## config.mk

```make
export PLATFORM = sky130hd
export DESIGN_NAME = hazard_scoreboard_flat
export DESIGN_NICKNAME = d
export VERILOG_FILES = /design/src/rtl/hazard_scoreboard_pkg.sv /design/src/rtl/hazard_scoreboard_if.sv /design/src/rtl/hazard_scoreboard_match.sv /design/src/rtl/hazard_scoreboard.sv /design/src/flat_wrapper.sv
export SDC_FILE = /design/constraint.sdc
export NUM_CORES = 1
export LEC_CHECK = 0
export ABC_AREA = 0
export CORE_AREA = 2 2 62 64
export CTS_BUF_LIST = sky130_fd_sc_hd__clkbuf_4 sky130_fd_sc_hd__clkbuf_8 sky130_fd_sc_hd__clkbuf_16
export DETAILED_ROUTE_END_ITERATION = 7
export DIE_AREA = 0 0 64 66
export PLACE_DENSITY_LB_ADDON = 0.15
export SLEW_MARGIN = 20
export SYNTH_ARGS = -nofsm -noshare
export SYNTH_HDL_FRONTEND = slang
export SYNTH_HIERARCHICAL = 1
export SYNTH_SLANG_ARGS = --single-unit
```

## constraint.sdc

```tcl
create_clock -name clk -period 3.8 [get_ports clk]
set_clock_uncertainty 0.05 [all_clocks]
set_input_delay 0.57 -clock clk [delete_from_list [all_inputs] [get_ports clk]]
set_output_delay 0.57 -clock clk [all_outputs]
set_load 0.05 [all_outputs]
```

## src/rtl/hazard_scoreboard_pkg.sv

```systemverilog
// Shared types and helpers for the hazard scoreboard: per-stage producer record,
// canonical Tuse/Tnew encodings and the saturating Tnew ageing function.
// Ports: none (package hazard_pkg).
package hazard_pkg;

   localparam int RAW_W = 5;   // register-address width carried in stage_t
   localparam int TW_W  = 2;   // Tuse/Tnew width carried in stage_t

   // One in-flight producer as seen by the scoreboard.
   typedef struct packed {
      logic             vld;
      logic [RAW_W-1:0] dst;
      logic [TW_W-1:0]  tn;
   } stage_t;

   localparam logic [TW_W-1:0] TUSE_NONE = 2'd3;  // operand not read by this instruction
   localparam logic [TW_W-1:0] TNEW_LOAD = 2'd2;  // load result available out of W
   localparam logic [TW_W-1:0] TNEW_ALU  = 2'd1;  // ALU result available out of M

   // One cycle of ageing: Tnew counts down and sticks at zero once the value exists.
   function automatic logic [TW_W-1:0] sat_dec(input logic [TW_W-1:0] t);
      return (t == '0) ? '0 : t - TW_W'(1);
   endfunction

endpackage

```

## src/rtl/hazard_scoreboard_if.sv

```systemverilog
// D-stage decode bundle into the scoreboard and stall/forward decisions back out.
// Ports: d_valid, d_rs, d_rt, d_tuse_rs, d_tuse_rt, d_dst, d_tnew, freeze (master drives);
//        stall, fwd_rs_sel, fwd_rt_sel (slave drives).
interface hazard_scoreboard_if
   import hazard_pkg::*;
#(
   parameter int RAW  = RAW_W,
   parameter int TW   = TW_W,
   parameter int SELW = 3
) ();
   logic            d_valid;
   logic [RAW-1:0]  d_rs;
   logic [RAW-1:0]  d_rt;
   logic [TW-1:0]   d_tuse_rs;
   logic [TW-1:0]   d_tuse_rt;
   logic [RAW-1:0]  d_dst;
   logic [TW-1:0]   d_tnew;
   logic            freeze;
   logic            stall;
   logic [SELW-1:0] fwd_rs_sel;
   logic [SELW-1:0] fwd_rt_sel;

   // Decode / pipeline control side.
   modport master (
      output d_valid, d_rs, d_rt, d_tuse_rs, d_tuse_rt, d_dst, d_tnew, freeze,
      input  stall, fwd_rs_sel, fwd_rt_sel
   );

   // Scoreboard side.
   modport slave (
      input  d_valid, d_rs, d_rt, d_tuse_rs, d_tuse_rt, d_dst, d_tnew, freeze,
      output stall, fwd_rs_sel, fwd_rt_sel
   );
endinterface

```

## src/rtl/hazard_scoreboard_match.sv

```systemverilog
// Newest-producer finder for one source operand: scans the tracked stages and reports
// whether any valid stage writes src, the lowest such stage index k (1-based) and its Tnew.
// Ports: stages (all stage records), src (operand address) -> hit, k, tn. Purely combinational.
module hazard_match
   import hazard_pkg::*;
#(
   parameter int NSTAGE = 3,
   parameter int SELW   = 3
) (
   input  stage_t            stages [NSTAGE],
   input  logic [RAW_W-1:0]  src,
   output logic              hit,
   output logic [SELW-1:0]   k,
   output logic [TW_W-1:0]   tn
);

   // Walk from oldest to youngest so the youngest match overwrites older ones.
   always_comb begin
      hit = 1'b0;
      k   = '0;
      tn  = '0;
      for (int i = NSTAGE - 1; i >= 0; i--) begin
         if (stages[i].vld && (stages[i].dst == src) && (src != '0)) begin
            hit = 1'b1;
            k   = SELW'(i + 1);
            tn  = stages[i].tn;
         end
      end
   end

endmodule

```

## src/rtl/hazard_scoreboard.sv

```systemverilog
// Stall/forward scoreboard beside the D/E register: tracks producers through NSTAGE
// post-D stages, ages their Tnew, and drives D-stage stall plus per-operand forward selects.
// Ports: clk, rst_n (async active-low), bus (hazard_scoreboard_if.slave);
//        optional stall_cnt[31:0] when HAZ_STATS_EN is defined (stalled, unfrozen edges).
module hazard_scoreboard
   import hazard_pkg::*;
#(
   parameter int NSTAGE = 3,       // 2..6
   parameter int RAW    = RAW_W,   // must equal the package stage_t widths
   parameter int TW     = TW_W,
   parameter int SELW   = 3        // 2**SELW > NSTAGE
) (
   input  logic                 clk,
   input  logic                 rst_n,
   hazard_scoreboard_if.slave   bus
`ifdef HAZ_STATS_EN
   ,
   output logic [31:0]          stall_cnt
`endif
);

   stage_t stg [NSTAGE];

   logic [RAW-1:0]  rs, rt, dst;
   logic [TW-1:0]   tuse_rs, tuse_rt, tnew;
   logic            hit_rs, hit_rt;
   logic [SELW-1:0] k_rs, k_rt;
   logic [TW-1:0]   tn_rs, tn_rt;
   logic            stall_rs, stall_rt, stall_i;
   logic            entry_vld;

   assign rs      = bus.d_rs;
   assign rt      = bus.d_rt;
   assign dst     = bus.d_dst;
   assign tuse_rs = bus.d_tuse_rs;
   assign tuse_rt = bus.d_tuse_rt;
   assign tnew    = bus.d_tnew;

   hazard_match #(.NSTAGE(NSTAGE), .SELW(SELW)) u_match_rs (
      .stages (stg),
      .src    (rs),
      .hit    (hit_rs),
      .k      (k_rs),
      .tn     (tn_rs)
   );

   hazard_match #(.NSTAGE(NSTAGE), .SELW(SELW)) u_match_rt (
      .stages (stg),
      .src    (rt),
      .hit    (hit_rt),
      .k      (k_rt),
      .tn     (tn_rt)
   );

   // Only the newest producer matters; a not-yet-ready producer with tn <= tuse
   // is left for a later stage to forward, so it neither stalls nor selects.
   assign stall_rs = hit_rs && (tn_rs > tuse_rs);
   assign stall_rt = hit_rt && (tn_rt > tuse_rt);
   assign stall_i  = bus.d_valid && (stall_rs || stall_rt);

   assign bus.stall      = stall_i;
   assign bus.fwd_rs_sel = (bus.d_valid && hit_rs && (tn_rs == '0)) ? k_rs : '0;
   assign bus.fwd_rt_sel = (bus.d_valid && hit_rt && (tn_rt == '0)) ? k_rt : '0;

   // Instructions with no destination are tracked as bubbles.
   assign entry_vld = bus.d_valid && (dst != '0);

   always_ff @(posedge clk or negedge rst_n) begin
      if (!rst_n) begin
         for (int i = 0; i < NSTAGE; i++) begin
            stg[i] <= '0;
         end
      end else if (!bus.freeze) begin
         for (int i = NSTAGE - 1; i > 0; i--) begin
            stg[i].vld <= stg[i-1].vld;
            stg[i].dst <= stg[i-1].dst;
            stg[i].tn  <= sat_dec(stg[i-1].tn);
         end
         if (stall_i || !entry_vld) begin
            stg[0] <= '0;
         end else begin
            stg[0].vld <= 1'b1;
            stg[0].dst <= dst;
            stg[0].tn  <= tnew;
         end
      end
   end

`ifdef HAZ_STATS_EN
   // Counts bubbles actually inserted; a frozen pipe inserts none.
   always_ff @(posedge clk or negedge rst_n) begin
      if (!rst_n) begin
         stall_cnt <= '0;
      end else if (stall_i && !bus.freeze) begin
         stall_cnt <= stall_cnt + 32'd1;
      end
   end
`endif

endmodule

```

## src/flat_wrapper.sv

```systemverilog
// flat-port wrapper written by rule: the top's interface ports become plain ports
module hazard_scoreboard_flat import hazard_pkg::*;
#(
   parameter int NSTAGE = 3,              
   parameter int RAW    = RAW_W,                                           
   parameter int TW     = TW_W,
   parameter int SELW   = 3                           
)
  (clk, rst_n, bus_d_valid, bus_d_rs, bus_d_rt, bus_d_tuse_rs, bus_d_tuse_rt, bus_d_dst, bus_d_tnew, bus_freeze, bus_stall, bus_fwd_rs_sel, bus_fwd_rt_sel);
  hazard_scoreboard_if #(.RAW(RAW), .TW(TW), .SELW(SELW)) bus_i ();
  input  logic clk;
  input  logic rst_n;
  input wire logic [$bits(bus_i.d_valid)-1:0] bus_d_valid;
  input wire logic [$bits(bus_i.d_rs)-1:0] bus_d_rs;
  input wire logic [$bits(bus_i.d_rt)-1:0] bus_d_rt;
  input wire logic [$bits(bus_i.d_tuse_rs)-1:0] bus_d_tuse_rs;
  input wire logic [$bits(bus_i.d_tuse_rt)-1:0] bus_d_tuse_rt;
  input wire logic [$bits(bus_i.d_dst)-1:0] bus_d_dst;
  input wire logic [$bits(bus_i.d_tnew)-1:0] bus_d_tnew;
  input wire logic [$bits(bus_i.freeze)-1:0] bus_freeze;
  output wire logic [$bits(bus_i.stall)-1:0] bus_stall;
  output wire logic [$bits(bus_i.fwd_rs_sel)-1:0] bus_fwd_rs_sel;
  output wire logic [$bits(bus_i.fwd_rt_sel)-1:0] bus_fwd_rt_sel;
  assign bus_i.d_valid = bus_d_valid;
  assign bus_i.d_rs = bus_d_rs;
  assign bus_i.d_rt = bus_d_rt;
  assign bus_i.d_tuse_rs = bus_d_tuse_rs;
  assign bus_i.d_tuse_rt = bus_d_tuse_rt;
  assign bus_i.d_dst = bus_d_dst;
  assign bus_i.d_tnew = bus_d_tnew;
  assign bus_i.freeze = bus_freeze;
  assign bus_stall = bus_i.stall;
  assign bus_fwd_rs_sel = bus_i.fwd_rs_sel;
  assign bus_fwd_rt_sel = bus_i.fwd_rt_sel;
  hazard_scoreboard #(.NSTAGE(NSTAGE), .RAW(RAW), .TW(TW), .SELW(SELW)) u_core (.clk(clk), .rst_n(rst_n), .bus(bus_i));
endmodule
```

==> metrics <==
gpl congestion ~0.87; Die X about 64 µm; CP required around 3.2 ns; GRT Total Usage 0.195; Die Footprint roughly 0.0042 mm²; routed vias approximately 1400; Cells after DPL 262; Async SR Flop Fraction 1.00; post-route setup slack between 0.08 and 0.09 ns; Worst R2R Path Depth 11; antenna-violating nets left 0; area leader, netlist dfrtp_1; Synth area leaders dfrtp_1 (36%), xnor2_1 (14%), mux2_2 (8.0%); I/O pin count 32; met2 usage 0.385; synthesized instance count between 150 and 200; status finished, final reports clean; mapped cell area 0.00168 mm²; Final Critical Period 3.72 ns; PwrDens about 300 mW/mm²; Final setup viols 0; max cap viols 0; RSZ-0062 raised after global routing false; clk sinks 24; met3 usage 0.0341; Layout Utilization 0.646; TritonCTS clock tree built; initial antenna violation count 0; startpoint class of the critical path primary input; reg2reg end u_core/stg[16]; synth unique cells 33; post-synth top area share 0.357; worst-path fanout max 3; Yosys reg bits 24; core area ~0.0036 mm²; largest net degree at the start of global routing 30; Setup TNS Final 0 ns; P&R area growth vs syn 36.1%; Mapped Nets 202; top flop regs u_core/stg x24; Fillers about 320; hold slack between 0.1 and 0.15 ns; detailed placement HPWL ~3000 µm; drt drc 0; Starting Density 0.474; root buffer cell clkbuf_4; site row count 22; Setup Buffers After CTS 0; first-pass GRT wire length 6310 µm; worst-margin pin slew roughly 0.53 ns; Crit Path Class primary input to output port; initial drt markers 32; post-synthesis sequential area ratio 0.357; Register Area ~600 µm²; Slew Limit Fails 0; final hold viol count 0; Final Instance Count excl. Fillers 266; slew margin rel. 0.645; count leader, synth xnor2_1; drt wl/cell 14.3 µm; Overflow after GRT 0; reg2reg start u_core/stg[20]; worst-skew pair later-pin latency 0.33 ns; number of CTS-inserted buffers 3; Antenna Cells 0; fmax ~270 MHz; Top FF cell, synth dfrtp_1; CTS clk-pin slew, worst paths 0.14 ns; WP data arrival between 3 and 4 ns; Vias/cell between 5 and 6; Peak VDD IR around 0.00018 V; max reg flops 24; most flop-heavy register u_core/stg; CP endpoint kind output port; YS warnings 6; met1 Use GR 0.206; Avg Cell Area, Syn slightly below 10 µm²; fraction of layout cells with a size suffix above 1 0.312; Vert. Die Dim roughly 66 µm; I/O Buffers 29; drt total wl 3800 µm; area occupied by multi-input gates 0.00108 mm²; CTS max path bufs 2; dpl ws -0.160 ns; number of global-route vias before repair about 1400; GR peak layer met2; Hold Path Class primary input to async pin; static leakage roughly 0.97 nW; setup slack, reg-to-reg between 0.8 and 0.9 ns; number of synthesized flops with an enable pin 0; nets@finish about 250; first-pass detailed-route iteration total 4; Synth top cells by count xnor2_1 (26), dfrtp_1 (24), nand2_1 (17), mux2_2 (12), nor2_1 (9); H-tree depth 1; Final Cycle Share 0.979
==> cells in the final DEF, fill, tap and decap left out, types with 2 or more instances in the layout <==
cell             Yosys  layout
nand4_1              6       6
nor2_1               9       8
nor2_4               2       2
nand3_1              6       6
or4_1                4       2
mux2_2              12      12
nor3_2               2       2
nand2b_1             2       2
dlygate4sd2_1        0      10
clkbuf_4             0       3
buf_12               0       5
nor4bb_1             2       2
xnor2_1             26      25
a32o_1               2       2
conb_1               2       2
o211ai_2             2       2
inv_1                6       6
xor2_1               4       4
a22o_1               2       2
buf_4                2      20
a31oi_2              0       3
and2_1               6       6
dfrtp_1             24      24
nor2b_2              2       2
ha_1                 4       3
or4_4                2       5
clkdlybuf4s50_1      0      13
a22o_2               4       4
o21ai_0              6       6
nand2_1             17      17
a31oi_1              6       2
==> cell families (layout without fill, tap and decap cells) <==
logic type      Yosys count  after routing  synth area share
compound gates           23             23             0.106
flops                    24             24             0.357
fa+ha+maj                 4              4            0.0297
simple gates             64             64             0.226
buf+inv                  14             59            0.0416
xor+xnor                 30             30             0.156
other cells               2              2           0.00446
mux                      12             12            0.0802
==> worst max-delay path by stage <==
stage	endpoint	start	cells past startpoint	slack [ns]
2_1_floorplan	bus_stall	bus_d_rt[0]	10	0.22
3_3_place_gp	bus_stall	bus_d_rt[0]	11	-0.11
3_5_place_dp	bus_stall	bus_d_rt[0]	11	-0.16
4_1_cts	bus_stall	bus_d_rt[3]	12	0.003
5_1_grt	bus_stall	bus_d_rt[3]	11	0.006
6_report	bus_stall	bus_d_rt[3]	11	0.08
==> layout make-up <==
type	instances	area share
sequential	24	0.262
clock inverter	1	0.0131
timing repair buffer	49	0.206
multi-input combinational	135	0.473
tap	48	0.0262
clock buffer	3	0.00983
inverter	6	0.00983
==> stage by stage <==
step                      power (mW)  instance area, µm²
after floorplan                0.419                1690
after global placement         0.492                2190
after detailed placement       0.500                2190
after CTS                      0.688                2270
after global routing           0.721                2290
final                          0.686                2290
==> per-layer routing <==
layer	share of wire	wire length (µm)
met1	0.41	1560
met2	0.53	2030
met3	0.038	145
met4	0.015	58
met5	0	0
==> critical path: stages <==
cell and delay [ns]:
dlygate4sd2_1 0.24, or4_4 0.54, nor2_4 0.11, nor3_2 0.06
or4_4 0.52, a31oi_4 0.23, ha_4 0.23, nor2b_2 0.15
o211ai_2 0.20, a21boi_2 0.09, buf_12 0.15
==> power breakdown <==
| group | switching [mW] | leakage [nW] | internal, mW |
|---|---|---|---|
| clock | 0.0831 | 0.0279 | 0.107 |
| sequential | 0.0416 | 0.313 | 0.282 |
| combinational | 0.0716 | 0.625 | 0.101 |
==> what timing repair did <==
| item | 4_1_cts | 5_1_grt |
|---|---|---|
| gates resized for setup | 16 | 5 |
| hold buffers | 0 | 0 |
| endpoints found under the setup margin | 1 | 1 |
| pin swaps | 15 | 11 |
No activity file was read; power rests on OpenSTA's default activity.
